===== src/rtl/fir_pkg.sv =====
// Shared definitions for the FIR output path.
//   FIR_WIDTH       - sample width of the FIR data path
//   FIR_OBUF_DEPTH  - default depth of the FIR output buffer
//   FIR_DROP_CNT_W  - width of the dropped-sample counter
//   sample_t        - signed FIR sample
package fir_pkg;
    localparam int FIR_WIDTH      = 16;
    localparam int FIR_OBUF_DEPTH = 8;
    localparam int FIR_DROP_CNT_W = 8;

    typedef logic signed [FIR_WIDTH-1:0] sample_t;
endpackage


===== src/rtl/fir_buf_mem.sv =====
// Storage array for the FIR output buffer: DEPTH x WIDTH registers,
// one synchronous write port and one asynchronous read port. Contents
// are never reset; validity is tracked by the owner's occupancy count.
// Ports:
//   clk   - clock, write on rising edge
//   we    - write enable
//   waddr - write address
//   wdata - write data
//   raddr - read address
//   rdata - read data (combinational from raddr)
module fir_buf_mem
    import fir_pkg::*;
#(
    parameter int WIDTH = FIR_WIDTH,
    parameter int DEPTH = FIR_OBUF_DEPTH,
    parameter int AW    = $clog2(DEPTH)
) (
    input  logic             clk,
    input  logic             we,
    input  logic [AW-1:0]    waddr,
    input  logic [WIDTH-1:0] wdata,
    input  logic [AW-1:0]    raddr,
    output logic [WIDTH-1:0] rdata
);

    logic [WIDTH-1:0] mem [DEPTH];

    // One write-decoded register per entry.
    generate
        for (genvar gi = 0; gi < DEPTH; gi++) begin : g_entry
            always_ff @(posedge clk) begin
                if (we && (waddr == AW'(gi))) begin
                    mem[gi] <= wdata;
                end
            end
        end
    endgenerate

    assign rdata = mem[raddr];

endmodule


===== src/rtl/fir_out_buffer.sv =====
// Elastic first-word-fall-through buffer between myfir (no backpressure)
// and a valid/ready consumer. Samples arriving while the buffer is full
// and not being drained are dropped, flagged (sticky OVF) and counted
// (saturating DROP_CNT).
// Ports:
//   CLK      - clock, rising edge
//   RST      - synchronous active-high reset
//   DIN/VIN  - sample and valid from myfir
//   RDY      - consumer ready
//   DOUT     - head-of-FIFO sample (0 when empty)
//   VOUT     - output valid (= !EMPTY)
//   FULL     - buffer holds DEPTH samples
//   EMPTY    - buffer holds no samples
//   COUNT    - occupancy 0..DEPTH
//   OVF      - sticky overflow flag
//   CLR_OVF  - clears OVF and DROP_CNT (a simultaneous drop wins)
//   DROP_CNT - dropped-sample count, saturating at 255
module fir_out_buffer
    import fir_pkg::*;
#(
    parameter  int WIDTH = FIR_WIDTH,
    parameter  int DEPTH = FIR_OBUF_DEPTH,   // power of 2, >= 2
    localparam int AW    = $clog2(DEPTH)
) (
    input  logic                      CLK,
    input  logic                      RST,
    input  logic [WIDTH-1:0]          DIN,
    input  logic                      VIN,
    input  logic                      RDY,
    output logic [WIDTH-1:0]          DOUT,
    output logic                      VOUT,
    output logic                      FULL,
    output logic                      EMPTY,
    output logic [AW:0]               COUNT,
    output logic                      OVF,
    input  logic                      CLR_OVF,
    output logic [FIR_DROP_CNT_W-1:0] DROP_CNT
);

    localparam logic [AW:0]                 CNT_FULL = (AW+1)'(DEPTH);
    localparam logic [AW:0]                 CNT_ONE  = (AW+1)'(1);
    localparam logic [AW-1:0]               PTR_ONE  = AW'(1);
    localparam logic [FIR_DROP_CNT_W-1:0]   DROP_MAX = '1;
    localparam logic [FIR_DROP_CNT_W-1:0]   DROP_ONE = FIR_DROP_CNT_W'(1);

    logic [AW-1:0]               rd_ptr_reg,   rd_ptr_next;
    logic [AW-1:0]               wr_ptr_reg,   wr_ptr_next;
    logic [AW:0]                 count_reg,    count_next;
    logic                        ovf_reg,      ovf_next;
    logic [FIR_DROP_CNT_W-1:0]   drop_cnt_reg, drop_cnt_next;

    logic             full;
    logic             empty;
    logic             pop;
    logic             push;
    logic             drop;
    logic [WIDTH-1:0] rd_data;

    // Flags come only from the registered count, so VIN never reaches FULL.
    assign full  = (count_reg == CNT_FULL);
    assign empty = (count_reg == '0);

    assign pop  = !empty && RDY;
    // A pop in the same cycle frees the slot, so a full buffer still accepts.
    assign push = VIN && (!full || pop);
    assign drop = VIN && full && !pop;

    always_comb begin
        rd_ptr_next   = rd_ptr_reg;
        wr_ptr_next   = wr_ptr_reg;
        count_next    = count_reg;
        ovf_next      = ovf_reg;
        drop_cnt_next = drop_cnt_reg;

        if (pop) begin
            rd_ptr_next = rd_ptr_reg + PTR_ONE;
        end
        if (push) begin
            wr_ptr_next = wr_ptr_reg + PTR_ONE;
        end
        if (push && !pop) begin
            count_next = count_reg + CNT_ONE;
        end else if (pop && !push) begin
            count_next = count_reg - CNT_ONE;
        end

        // Clear first, then let a drop in the same cycle override it so the
        // dropped sample is never lost from the statistics.
        if (CLR_OVF) begin
            ovf_next      = 1'b0;
            drop_cnt_next = '0;
        end
        if (drop) begin
            ovf_next = 1'b1;
            if (CLR_OVF) begin
                drop_cnt_next = DROP_ONE;
            end else if (drop_cnt_reg != DROP_MAX) begin
                drop_cnt_next = drop_cnt_reg + DROP_ONE;
            end
        end
    end

    always_ff @(posedge CLK) begin
        if (RST) begin
            rd_ptr_reg   <= '0;
            wr_ptr_reg   <= '0;
            count_reg    <= '0;
            ovf_reg      <= 1'b0;
            drop_cnt_reg <= '0;
        end else begin
            rd_ptr_reg   <= rd_ptr_next;
            wr_ptr_reg   <= wr_ptr_next;
            count_reg    <= count_next;
            ovf_reg      <= ovf_next;
            drop_cnt_reg <= drop_cnt_next;
        end
    end

    fir_buf_mem #(
        .WIDTH (WIDTH),
        .DEPTH (DEPTH),
        .AW    (AW)
    ) u_mem (
        .clk   (CLK),
        .we    (push && !RST),
        .waddr (wr_ptr_reg),
        .wdata (DIN),
        .raddr (rd_ptr_reg),
        .rdata (rd_data)
    );

    assign VOUT     = !empty;
    assign DOUT     = empty ? '0 : rd_data;
    assign FULL     = full;
    assign EMPTY    = empty;
    assign COUNT    = count_reg;
    assign OVF      = ovf_reg;
    assign DROP_CNT = drop_cnt_reg;

endmodule


===== config.mk =====
export PLATFORM = sky130hd
export DESIGN_NAME = fir_out_buffer
export DESIGN_NICKNAME = d
export VERILOG_FILES = /design/src/rtl/fir_pkg.sv /design/src/rtl/fir_buf_mem.sv /design/src/rtl/fir_out_buffer.sv
export SDC_FILE = /design/constraint.sdc
export NUM_CORES = 1
export LEC_CHECK = 0
export ABC_CLOCK_PERIOD_IN_PS = 2590
export BUFFER_PORTS_ARGS = -buffer_cell sky130_fd_sc_hd__buf_2
export CAP_MARGIN = 5
export CORE_MARGIN = 3
export CORE_UTILIZATION = 49
export CTS_CLUSTER_DIAMETER = 50
export CTS_CLUSTER_SIZE = 25
export DETAILED_ROUTE_END_ITERATION = 8
export PLACE_DENSITY = 0.68
export SYNTH_ARGS = -nofsm -noshare
export SYNTH_HDL_FRONTEND = slang
export SYNTH_SLANG_ARGS = --single-unit

===== constraint.sdc =====
create_clock -name CLK -period 2.59 [get_ports CLK]
set_clock_uncertainty 0.15 [all_clocks]
set_input_delay 0.518 -clock CLK [delete_from_list [all_inputs] [get_ports CLK]]
set_output_delay 0.518 -clock CLK [all_outputs]
set_load 0.005 [all_outputs]

==> qor.txt, run 1 <==
Status: completed
Worst hold-check path type: input pin to register
Mapped Nets: 370
# H-tree levels: 4
Total Wirelength: 11,100 um
Number of hold violations in the final report: 0
Worst slew pin tran: 0.470 ns
Port bufs: 52
Max_cap viols: 0
Worst reg2reg startpoint: COUNT[2]
Relative slew margins: 68.6%
N_diodes: 0
Cells after Synth: 337
Final Util: 62.0%
Layout Nets: 451
RePlAce Congestion: 0.791
Post-synth EDFFs: 128
Setup TNS: 0 ns
Vias in the first global route: 3,248
Buf/Inv on CP: 5
Ports: 53
Number of flip-flops in the largest register: 128
WL/cell: 19.4 um
Setup WS pre-CTS: -0.00609 ns
Reg2Reg Setup Slack: 0.05 ns
Leak: 2.52 nW
Crit. End Element: output port
Drt first pass iters: 4
CP max stage delay: 0.43 ns
Setup WS post-layout: 0.0456 ns
Worst vdd ir: 0.517 mV
Tmin final: 2.54 ns
CP Cell Sequence: buf_4 > or4_4 > buf_6 > clkinv_1 > buf_12 > nor2_1 > buf_2
Synth top area share: 64.0%
CP delay by family, top: buffers and inverters
Antenna violations before repair: 1
Switching part of the total power: 25.7%
Post-Syn Area: 0.00601 mm^2
Sequential share of power: 42.0%
Worst R2R End: COUNT[3]
Worst-path fanout max: 17
Largest net degree at the start of global routing: 33
Data arrival, critical path: 1.88 ns
Final-report max-slew violation count: 0
Later-pin clock latency in the skew report: 0.41 ns
Startpoint Class: register
Row cnt: 39
First-pass GRT wire length: 17,500 um
Clock sink count: 150
# setup viols final: 0
RSZ-0062 raised after global routing: yes
CTS tree: done
Layout cell share with drive strength beyond 1: 35.3%
Reg with most FFs: u_mem.mem
Crit path kind: register to output port
DRT antenna net count: 0
Hold Path Depth: 1
Power per standard cell area: 924 mW/mm^2
Slowest-stage cell, CP: or4_4
Starting DRT DRC Count: 282
Crit share post-route: 98.2%
Chip height: 117 um
Synth warnings: 0
P_int: 0.00498 W
Most frequent cells in the layout: 128 x edfxtp_1, 52 x buf_2, 32 x mux4_2
Initial core utilization: 51.3%
Max frequency: 393 MHz
Clk Tree Root Cell: clkbuf_16
Worst Hold End: u_mem.mem[0][3]
Hpwl dp: 6800 um
Cts bufs inserted: 17
FF-to-FF path depth: 10
Worst Path Required: 1.92 ns
Die outline width: 117 um
Hold Crit Start: DIN[3]
Mean Syn Cell Area: 17.8 um^2
GR Util All Layers: 17.8%
Hold_buf cts: 0
Post-synth top area cell: edfxtp_1
Post-synth ARST share: 0%
Grt ovf: 0
Ys flop type: edfxtp_1
Synth cell types: 39
Most common cell after layout, fill and taps aside: edfxtp_1
Area grow syn2layout: 20.8%
DIE AREA: 0.0136 mm^2
Clk slew on worst S/H paths: 0.06 ns
CTS Buffer Depth: 2
Core Area: 0.0117 mm^2
Layout fillers: 845
Largest cells by area after synthesis: edfxtp_1 64%, mux4_2 12%, dfxtp_1 7.3%, mux2i_1 3.0%, ha_1 2.3%
Sw power: 0.00172 W
Vias per cell: 5.67
Drt drc: 0
#FFs+latches synth: 150
Clock power share: 32.2%
Logic pwr share: 25.7%
Vias: 3,252
Sequential share of the synthesized area: 71.3%
routing by layer:
layer	track usage (%)	share of wire (%)
met5	0	0.063
met4	6.19	1.1
met3	5.03	4.7
met2	29.2	51
met1	23.0	43
how the worst max path moves through the flow:
stage	startpoint	end	slack [ns]	cells past startpoint
final	COUNT[2]	DOUT[4]	0.05	7
after global routing	COUNT[3]	COUNT[3]	-0.05	10
after CTS	COUNT[2]	DOUT[14]	0.004	7
after detailed placement	COUNT[2]	COUNT[3]	-0.006	10
after global placement	COUNT[2]	COUNT[3]	0.06	10
after floorplan	COUNT[2]	COUNT[3]	0.0005	10
worst register-to-register path, cell delays in order (launching register included):
cell and delay [ns]:
dfxtp_2 0.32, or4b_4 0.56, o21ai_4 0.16, inv_2 0.07, ha_4 0.17, inv_4 0.07, ha_4 0.21, a21oi_2 0.14
a211oi_1 0.09, a31oi_1 0.16, mux2_2 0.34
what timing repair did:
action,CTS,global route
buffers inserted,1,1
gates resized for setup,3,7
setup endpoints to repair,15,17
hold endpoints to repair,0,0
pin swaps,0,1
cell families (layout without fill, tap and decap cells):
logic type	Yosys count	after routing	synth area share, %
and+or+nand+nor	70	70	5.77
buffers and inverters	24	118	1.69
DFF	150	150	71.3
adders and majority gates	12	12	2.62
xor gates and xnor gates	5	5	0.729
AOI/OAI and AO/OA	25	25	2.67
muxes	51	51	15.2
power by group through the flow:
| stage | registers, W | logic, W | clock network [W] |
|---|---|---|---|
| floorplan | 0.00285 | 0.00104 | 0 |
| global placement | 0.00287 | 0.00163 | 0 |
| detailed placement | 0.00288 | 0.00165 | 0 |
| CTS | 0.00282 | 0.00171 | 0.00221 |
| global route | 0.00283 | 0.00192 | 0.00231 |
| finish | 0.00282 | 0.00172 | 0.00216 |
layout make-up:
type | count | area, um^2 | share of cell area (%)
Sequential cell | 150 | 4290 | 59.1
Multi-Input combinational cell | 163 | 1670 | 23.1
Timing Repair Buffer | 78 | 554 | 7.64
Clock buffer | 21 | 440 | 6.07
Tap cell | 143 | 179 | 2.47
Clock inverter | 11 | 85.1 | 1.17
Inverter | 8 | 32.5 | 0.448
cell usage after synthesis, types with 3 or more instances:
library cell  number
ha_1              11
edfxtp_1         128
and3_1             6
mux4_2            32
a211oi_1           4
xor2_1             3
dfxtp_1           22
nand2_1            7
inv_1              7
o21ai_0            3
mux2i_1           18
a21oi_1           10
or4_1              4
clkbuf_1           9
nor2_1            32
buf_2              3
nand3_1            8
buf_1              3
per-stage QoR:
step                      cells  instance area [um^2]  total power [W]  hold slack, ns
final                       574                  7260          0.00670           0.220
after global routing        574                  7260          0.00706           0.220
after CTS                   573                  7220          0.00673           0.204
after detailed placement    540                  6680          0.00454           0.317
after global placement      540                  6680          0.00450           0.307
after floorplan             337                  6040          0.00388           0.304
Note: power is estimated with default switching activity, not from simulation.
==> run 2, diff against run 1 <==
--- a/config.mk
+++ b/config.mk
@@ -16,4 +16,5 @@
 export PLACE_DENSITY = 0.68
 export SYNTH_ARGS = -nofsm -noshare
 export SYNTH_HDL_FRONTEND = slang
+export SYNTH_HIERARCHICAL = 1
 export SYNTH_SLANG_ARGS = --single-unit
==> run 2 against run 1 <==
  * The run now ends with setup timing left
  * Final cell count rose by 3.5%
  * Synthesized cell count fell by 2.4%
  * Power rose by 7.8%
  * Sequential power fell by 2%
  * Worst setup slack lost 0.23 ns
  * Global-route usage is 0.74 points lower
  * Fmax shrank 8.2%
  * Utilization is 0.39 points lower
  * Flip-flop and latch count shrank 3
  * Critical endpoint is now DOUT[13]
  * Highest routed layer is now met4
==> qor.txt, run 2 <==
Status: finished, violations left
Failing checks: setup timing
Final-report max-slew violation count: 0 (unchanged)
Hold_buf cts: 0 (unchanged)
Synth cell count leaders: 128 x edfxtp_1, 28 x mux4_1, 23 x nor2_1, 19 x dfxtp_1, 17 x mux2_2
Drt first pass iters: 4 (unchanged)
Sequential share of the synthesized area: 69.3% (-2.0 points)
Cts bufs inserted: 17 (unchanged)
Power per standard cell area: 973 mW/mm^2 (+5.3%)
Post-synth top area cell: edfxtp_1
Number of hold violations in the final report: 0 (unchanged)
Vias in the first global route: 3,194 (-1.7%)
Register area: 0.00423 mm^2 (-1.4%)
Setup WS pre-CTS: -0.0959 ns (-0.0898 ns)
Antenna violations before repair: 0 (-1)
Leak: 2.60 nW (+2.9%)
Slowest-stage cell, CP: mux4_2
DRT antenna net count: 0 (unchanged)
Largest cells by area after synthesis: edfxtp_1 63%, mux4_1 12%, dfxtp_1 6.2%, mux2_2 3.1%, and2_1 1.6%
Clk slew on worst S/H paths: 0.06 ns (about the same)
Max frequency: 361 MHz (-8.2%)
Largest net degree at the start of global routing: 21 (-36%)
Total Wirelength: 11,600 um (+4.1%)
Crit. End Element: output port
Number of flip-flops in the largest register: 128 (unchanged)
Most common cell after layout, fill and taps aside: edfxtp_1
Clk Tree Root Cell: clkbuf_16
Relative slew margins: 77.2% (+8.7 points)
WL/cell: 19.5 um (+0.56%)
Layout fillers: 885 (+4.7%)
N_diodes: 0 (unchanged)
Post-placement cell count: 554 (+2.6%)
Ports: 53 (unchanged)
Count leader, synth: edfxtp_1
Ys flop type: edfxtp_1
Synth cell types: 42 (+7.7%)
Area grow syn2layout: 21.9%
Vias per cell: 5.33 (-5.9%)
Startpoint Class: register
Port bufs: 52 (unchanged)
Post-route insts no fill: 594 (+3.5%)
Crit share post-route: 107% (+8.8 points)
Hpwl dp: 6410 um (-5.8%)
RePlAce Congestion: 0.807 (+2.0%)
Post-synth EDFFs: 128 (unchanged)
Die outline width: 118 um (+0.68%)
Met3 Use GR: 4.95% (-0.076 points)
Later-pin clock latency in the skew report: 0.42 ns (about the same)
Synth warnings: 6 (+6)
Grt met2 use: 26.7% (-2.5 points)
Worst Path Required: 1.92 ns (about the same)
Post-synth ARST share: 0% (unchanged)
CTS tree: done
Vias: 3,167 (-2.6%)
Worst vdd ir: 0.655 mV (+27%)
Initial core utilization: 50.5% (-0.77 points)
Reg with most FFs: u_mem/mem
Setup WS post-layout: -0.182 ns (-0.228 ns)
Worst slew pin tran: 0.342 ns (-0.128 ns)
Layout Nets: 441 (-2.2%)
Cells after Synth: 329 (-2.4%)
Grt met1 use: 23.2% (+0.19 points)
Layout cell share with drive strength beyond 1: 42.3% (+7.0 points)
Core Area: 0.0121 mm^2 (+3.0%)
CTS Buffer Depth: 2 (unchanged)
GR Util All Layers: 17.1% (-0.74 points)
Max_cap viols: 0 (unchanged)
Clock sink count: 147 (-2.0%)
# H-tree levels: 4 (unchanged)
Mapped Nets: 357 (-3.5%)
Starting DRT DRC Count: 228 (-19%)
RSZ-0062 raised after global routing: yes
Post-Syn Area: 0.00609 mm^2 (+1.4%)
Setup TNS: -2.50 ns (-2.50 ns)
Synth top area share: 63.1% (-0.91 points)
DIE AREA: 0.0138 mm^2 (+1.4%)
GR peak layer: met2
# setup viols final: 16 (+16)
CP max stage delay: 0.52 ns (+0.09 ns)
Drt drc: 0 (unchanged)
Crit path kind: register to output port
CP Cell Sequence: buf_12 > mux4_2 > mux2_4 > and2_4 > buf_6
Data arrival, critical path: 2.10 ns (+0.22 ns)
Row cnt: 40 (+2.6%)
Worst hold-check path type: input pin to register
First-pass GRT wire length: 17,700 um (+1.2%)
Worst-path fanout max: 7 (-10)
Hold_ws: 0.208 ns (-0.0124 ns)
#FFs+latches synth: 147 (-2.0%)
Multi-input logic area: 0.00174 mm^2 (+4.0%)
Post-route cell area: 0.00743 mm^2 (+2.3%)
Mean Syn Cell Area: 18.5 um^2 (+3.9%)
Chip height: 118 um (+0.68%)
Most frequent cells in the layout: 128 x edfxtp_1, 46 x buf_2, 32 x mux4_2
DP Area: 0.00668 mm^2 (about the same)
Tmin final: 2.77 ns (+0.228 ns)
Grt ovf: 0 (unchanged)
## run 2: cell count changes after synthesis, moves of 4 or more
cell      delta
nor2_1       -9
and2_1      +14
ha_1         -5
buf_6        +4
and3_1       -4
mux2i_1     -14
mux2_2      +16
mux4_1      +28
mux4_2      -28
nand2b_1     +4
## run 2: area by class of cell
| cell class | count | share of cell area [%] |
|---|---|---|
| sequential | 147 | 57.0 |
| multi-input combinational | 161 | 23.4 |
| timing repair buffer | 80 | 7.99 |
| clock buffer | 20 | 5.88 |
| tap | 168 | 2.83 |
| clock inverter | 12 | 2.41 |
| inverter | 6 | 0.505 |
## run 2: final timing paths
path / start / cells past startpoint / to / slack, ns
setup / recovery: rd_ptr_reg[0] / 5 / DOUT[13] / -0.18
hold reg to reg: OVF / 2 / OVF / 0.32
setup reg to reg: COUNT[0] / 10 / COUNT[3] / 0.06
hold / removal: DIN[12] / 1 / u_mem/mem[4][12] / 0.21
## run 2: through the flow
stage / util (%) / total power [W]
6_report: 61.6 / 0.00722
2_1_floorplan: - / 0.00379
3_5_place_dp: 55.4 / 0.00429
3_3_place_gp: 55.4 / 0.00426
4_1_cts: 60.7 / 0.00696
5_1_grt: 61.6 / 0.00754
## run 2: logic make-up after synthesis
| group | share of synthesized area (%) |
|---|---|
| flip-flops | 69.3 |
| AND/OR/NAND/NOR | 6.65 |
| AO/OA/AOI/OAI | 2.10 |
| multiplexers | 17.4 |
| adder cells (fa/ha/maj) | 1.56 |
| XOR/XNOR | 0.863 |
| buffers and inverters | 2.14 |
## run 2: what timing repair did
item / in CTS / in global routing
setup endpoints to repair: 17 / 17
resized for setup: 26 / 32
buffers inserted: 2 / 2
gates cloned: 0 / 4
pin swaps: 3 / 3
## run 2: worst max-delay path, delay by kind of cell (launching register included)
| kind | cells | cell delay [ns] |
|---|---|---|
| AND/OR/NAND/NOR | 1 | 0.14 |
| multiplexers | 2 | 0.81 |
| buffers and inverters | 2 | 0.28 |
| flip-flops | 1 | 0.46 |
## run 2: report_power, final
group | internal [W] | switching [W] | total, W
sequential | 0.00267 | 0.0000761 | 0.00275
clock | 0.00162 | 0.000930 | 0.00255
combinational | 0.00115 | 0.000775 | 0.00193
total | 0.00544 | 0.00178 | 0.00722
## run 2: layer usage
| metal | vias to the layer above | routed length [um] |
|---|---|---|
| met1 | 1600 | 4860 |
| met3 | 11 | 733 |
| li1 | 1468 | - |
| met5 | - | 0 |
| met2 | 88 | 5850 |
| met4 | 0 | 144 |
==> run 3, diff against run 2 <==
--- a/config.mk
+++ b/config.mk
@@ -5,6 +5,7 @@
 export SDC_FILE = /design/constraint.sdc
 export NUM_CORES = 1
 export LEC_CHECK = 0
+export ABC_AREA = 1
 export ABC_CLOCK_PERIOD_IN_PS = 2590
 export BUFFER_PORTS_ARGS = -buffer_cell sky130_fd_sc_hd__buf_2
 export CAP_MARGIN = 5
@@ -14,6 +15,7 @@
 export CTS_CLUSTER_SIZE = 25
 export DETAILED_ROUTE_END_ITERATION = 8
 export PLACE_DENSITY = 0.68
+export REMOVE_ABC_BUFFERS = 1
 export SYNTH_ARGS = -nofsm -noshare
 export SYNTH_HDL_FRONTEND = slang
 export SYNTH_HIERARCHICAL = 1
==> run 3 against run 2 <==
  * Power is 3.2% lower
  * Non-clock buffer count is 6 lower
  * Sequential power hardly changed
  * Via count is 57% higher
  * First-iteration DRC count is 29% higher
  * Utilization is 2.5 points lower
  * Die area is 12% higher
  * Design area is 7.4% higher
  * Routed wire length is 26% higher
  * Synthesized area is 13% higher
  * The run now ends clean
  * Combinational power is 4% lower
==> qor.txt, run 3 <==
Status: completed
Setup WS pre-CTS: 0.0943 ns (+0.190 ns)
Ys flop type: edfxtp_1
Ports: 53 (unchanged)
N_diodes: 0 (unchanged)
Critical Path Start: COUNT[0]
Final-report max-slew violation count: 0 (unchanged)
# H-tree levels: 4 (unchanged)
Max_cap viols: 0 (unchanged)
Startpoint Class: register
Critical Path Sink: DOUT[0]
Tmin final: 2.44 ns (-0.336 ns)
Vias per cell: 4.89 (-8.4%)
Crit path kind: register to output port
Post-placement cell count: 985 (+78%)
Hpwl dp: 8680 um (+35%)
FF-to-FF path depth: 13 (+3)
Clock sink count: 147 (unchanged)
CP Cell Sequence: nor2_4 > nand2_1 > inv_2 > nor2_1 > buf_2
Total Wirelength: 14,700 um (+26%)
GR Util All Layers: 19.6% (+2.5 points)
PnR Total Power: 0.00699 W (-3.2%)
Layout Nets: 856 (+94%)
Largest cells by area after synthesis: edfxtp_1 56%, nand2_1 13%, inv_1 9.3%, dfxtp_1 5.5%, nand3_1 5.2%
Setup TNS: 0 ns (+2.50 ns)
Post-synth top area cell: edfxtp_1
Later-pin clock latency in the skew report: 0.42 ns (about the same)
Row cnt: 42 (+5.0%)
Cells after Synth: 760 (+130%)
CP delay by family, top: buffers and inverters
Area grow syn2layout: 15.8%
Clk slew on worst S/H paths: 0.06 ns (about the same)
Die outline width: 125 um (+6.0%)
Reg2Reg Setup Slack: 0.22 ns (+0.16 ns)
Synth cell count leaders: 240 x nand2_1, 171 x inv_1, 128 x edfxtp_1, 72 x nand3_1, 51 x nor2_1
Buf/Inv on CP: 2 (unchanged)
CTS Buffer Depth: 2 (unchanged)
Clk Tree Root Cell: clkbuf_16
Mean Syn Cell Area: 9.07 um^2 (-51%)
Worst R2R End: COUNT[3]
Count leader, synth: nand2_1
Drt drc: 0 (unchanged)
Drt first pass iters: 5 (+1)
Data arrival, critical path: 1.77 ns (-0.33 ns)
DRT antenna net count: 0 (unchanged)
Post-synth EDFFs: 128 (unchanged)
Relative slew margins: 67.0% (-10 points)
Power per standard cell area: 877 mW/mm^2 (-9.9%)
Most common cell after layout, fill and taps aside: nand2_1
Setup WS post-layout: 0.154 ns (+0.336 ns)
Port bufs: 52 (unchanged)
Post-synth ARST share: 0% (unchanged)
Crit share post-route: 94.1% (-13 points)
Core Area: 0.0135 mm^2 (+12%)
Worst vdd ir: 0.636 mV (-2.9%)
RSZ-0062 raised after global routing: no
Antenna violations before repair: 0 (unchanged)
Cts bufs inserted: 17 (unchanged)
Starting DRT DRC Count: 295 (+29%)
Max frequency: 410 MHz (+14%)
CP max stage delay: 0.39 ns (-0.13 ns)
Vias in the first global route: 4,819 (+51%)
Worst slew pin tran: 0.495 ns (+0.153 ns)
Slowest-stage cell, CP: inv_2
Number of hold violations in the final report: 0 (unchanged)
Vias: 4,964 (+57%)
First-pass GRT wire length: 23,800 um (+34%)
Number of flip-flops in the largest register: 128 (unchanged)
Synth warnings: 6 (unchanged)
Worst reg2reg startpoint: COUNT[0]
Worst-path fanout max: 17 (+10)
Most frequent cells in the layout: 240 x nand2_1, 171 x inv_1, 128 x edfxtp_1
CTS tree: done
DIE AREA: 0.0155 mm^2 (+12%)
Synth top area share: 55.8% (-7.3 points)
Chip height: 125 um (+6.0%)
Initial core utilization: 51.0% (+0.51 points)
WL/cell: 14.4 um (-26%)
Post-route insts no fill: 1,016 (+71%)
RePlAce Congestion: 0.863 (+6.9%)
Reg with most FFs: u_mem/mem
Worst hold-check path type: input pin to register
Sequential share of the synthesized area: 61.3% (-8.0 points)
Synth cell types: 27 (-36%)
Worst Path Required: 1.92 ns (about the same)
# setup viols final: 0 (-16)
Layout cell share with drive strength beyond 1: 13.6% (-29 points)
Grt ovf: 0 (unchanged)
Largest net degree at the start of global routing: 46 (+120%)
Post-Syn Area: 0.00689 mm^2 (+13%)
#FFs+latches synth: 147 (unchanged)
Hold Crit Start: DIN[4]
Crit. End Element: output port
WP depth: 5 (unchanged)
Leak: 3.80 nW (+46%)
-- run 3: cell count changes after synthesis, sizes merged, moves of 7 or more --
cell    change
nand2     +235
inv       +169
nand3      +66
mux4       -32
nor2       +32
buf        +17
mux2       -17
and2       -16
o21ai      +10
clkbuf      -7
-- run 3: worst min-delay path by stage --
stage / end / cells after the start / slack (ns)
2_1_floorplan: OVF / 2 / 0.30
3_3_place_gp: OVF / 2 / 0.29
3_5_place_dp: OVF / 2 / 0.30
4_1_cts: u_mem/mem[7][4] / 1 / 0.20
5_1_grt: COUNT[3] / 2 / 0.20
6_report: u_mem/mem[0][4] / 1 / 0.21
-- run 3: cell type report --
cell class / count / area (um^2)
clock inverter: 12 / 140
tap: 176 / 220
clock buffer: 19 / 433
timing repair buffer: 74 / 467
inverter: 174 / 656
multi-input combinational: 414 / 1840
sequential: 147 / 4230
fill: 1139 / 5530
-- run 3: cell families (layout without fill, tap and decap cells) --
kind of cell | count (synthesis) | after routing | synth area share, %
adder cells (fa/ha/maj) | 7 | 7 | 1.38
flip-flops | 147 | 147 | 61.3
AND/OR/NAND/NOR | 377 | 377 | 22.8
AO/OA/AOI/OAI | 24 | 24 | 1.74
XOR/XNOR | 6 | 6 | 0.763
buffers and inverters | 199 | 279 | 12.1
-- run 3: timing repair --
item | in CTS | in global routing
hold buffers | 0 | 0
setup endpoints to repair | 0 | 13
setup buffers | 0 | 0
resized for setup | 0 | 4
-- run 3: report_power, final --
group / total, W / leakage [nW] / switching [W] / internal, W
Sequential: 0.00274 / 1.31 / 0.0000799 / 0.00266
Combinational: 0.00186 / 2.22 / 0.00118 / 0.000677
Clock: 0.00239 / 0.275 / 0.000897 / 0.00149
Total: 0.00699 / 3.80 / 0.00216 / 0.00483
-- run 3: worst register-to-register path: cells and delay by family, from the launching register on --
family,cells,cell delay [ns]
simple gates,7,0.56
fa+ha+maj,2,0.58
buf+inv,2,0.24
compound gates,2,0.25
flops,1,0.47
-- run 3: layer usage --
| metal | up-vias | GRT usage [%] | routed length [um] |
|---|---|---|---|
| li1 | 2483 | - | - |
| met1 | 2301 | 24.7 | 6260 |
| met2 | 158 | 32.8 | 7270 |
| met3 | 22 | 4.67 | 917 |
| met4 | 0 | 7.29 | 199 |
| met5 | - | 0 | 0 |
-- run 3: per-stage QoR --
step                      hold WS (ns)  utilization (%)  instance area, um^2
after floorplan                  0.302                -                 6710
after global placement           0.294             54.8                 7400
final                            0.213             59.1                 7980
after detailed placement         0.299             54.8                 7400
after global routing             0.200             59.1                 7980
after CTS                        0.200             59.0                 7970
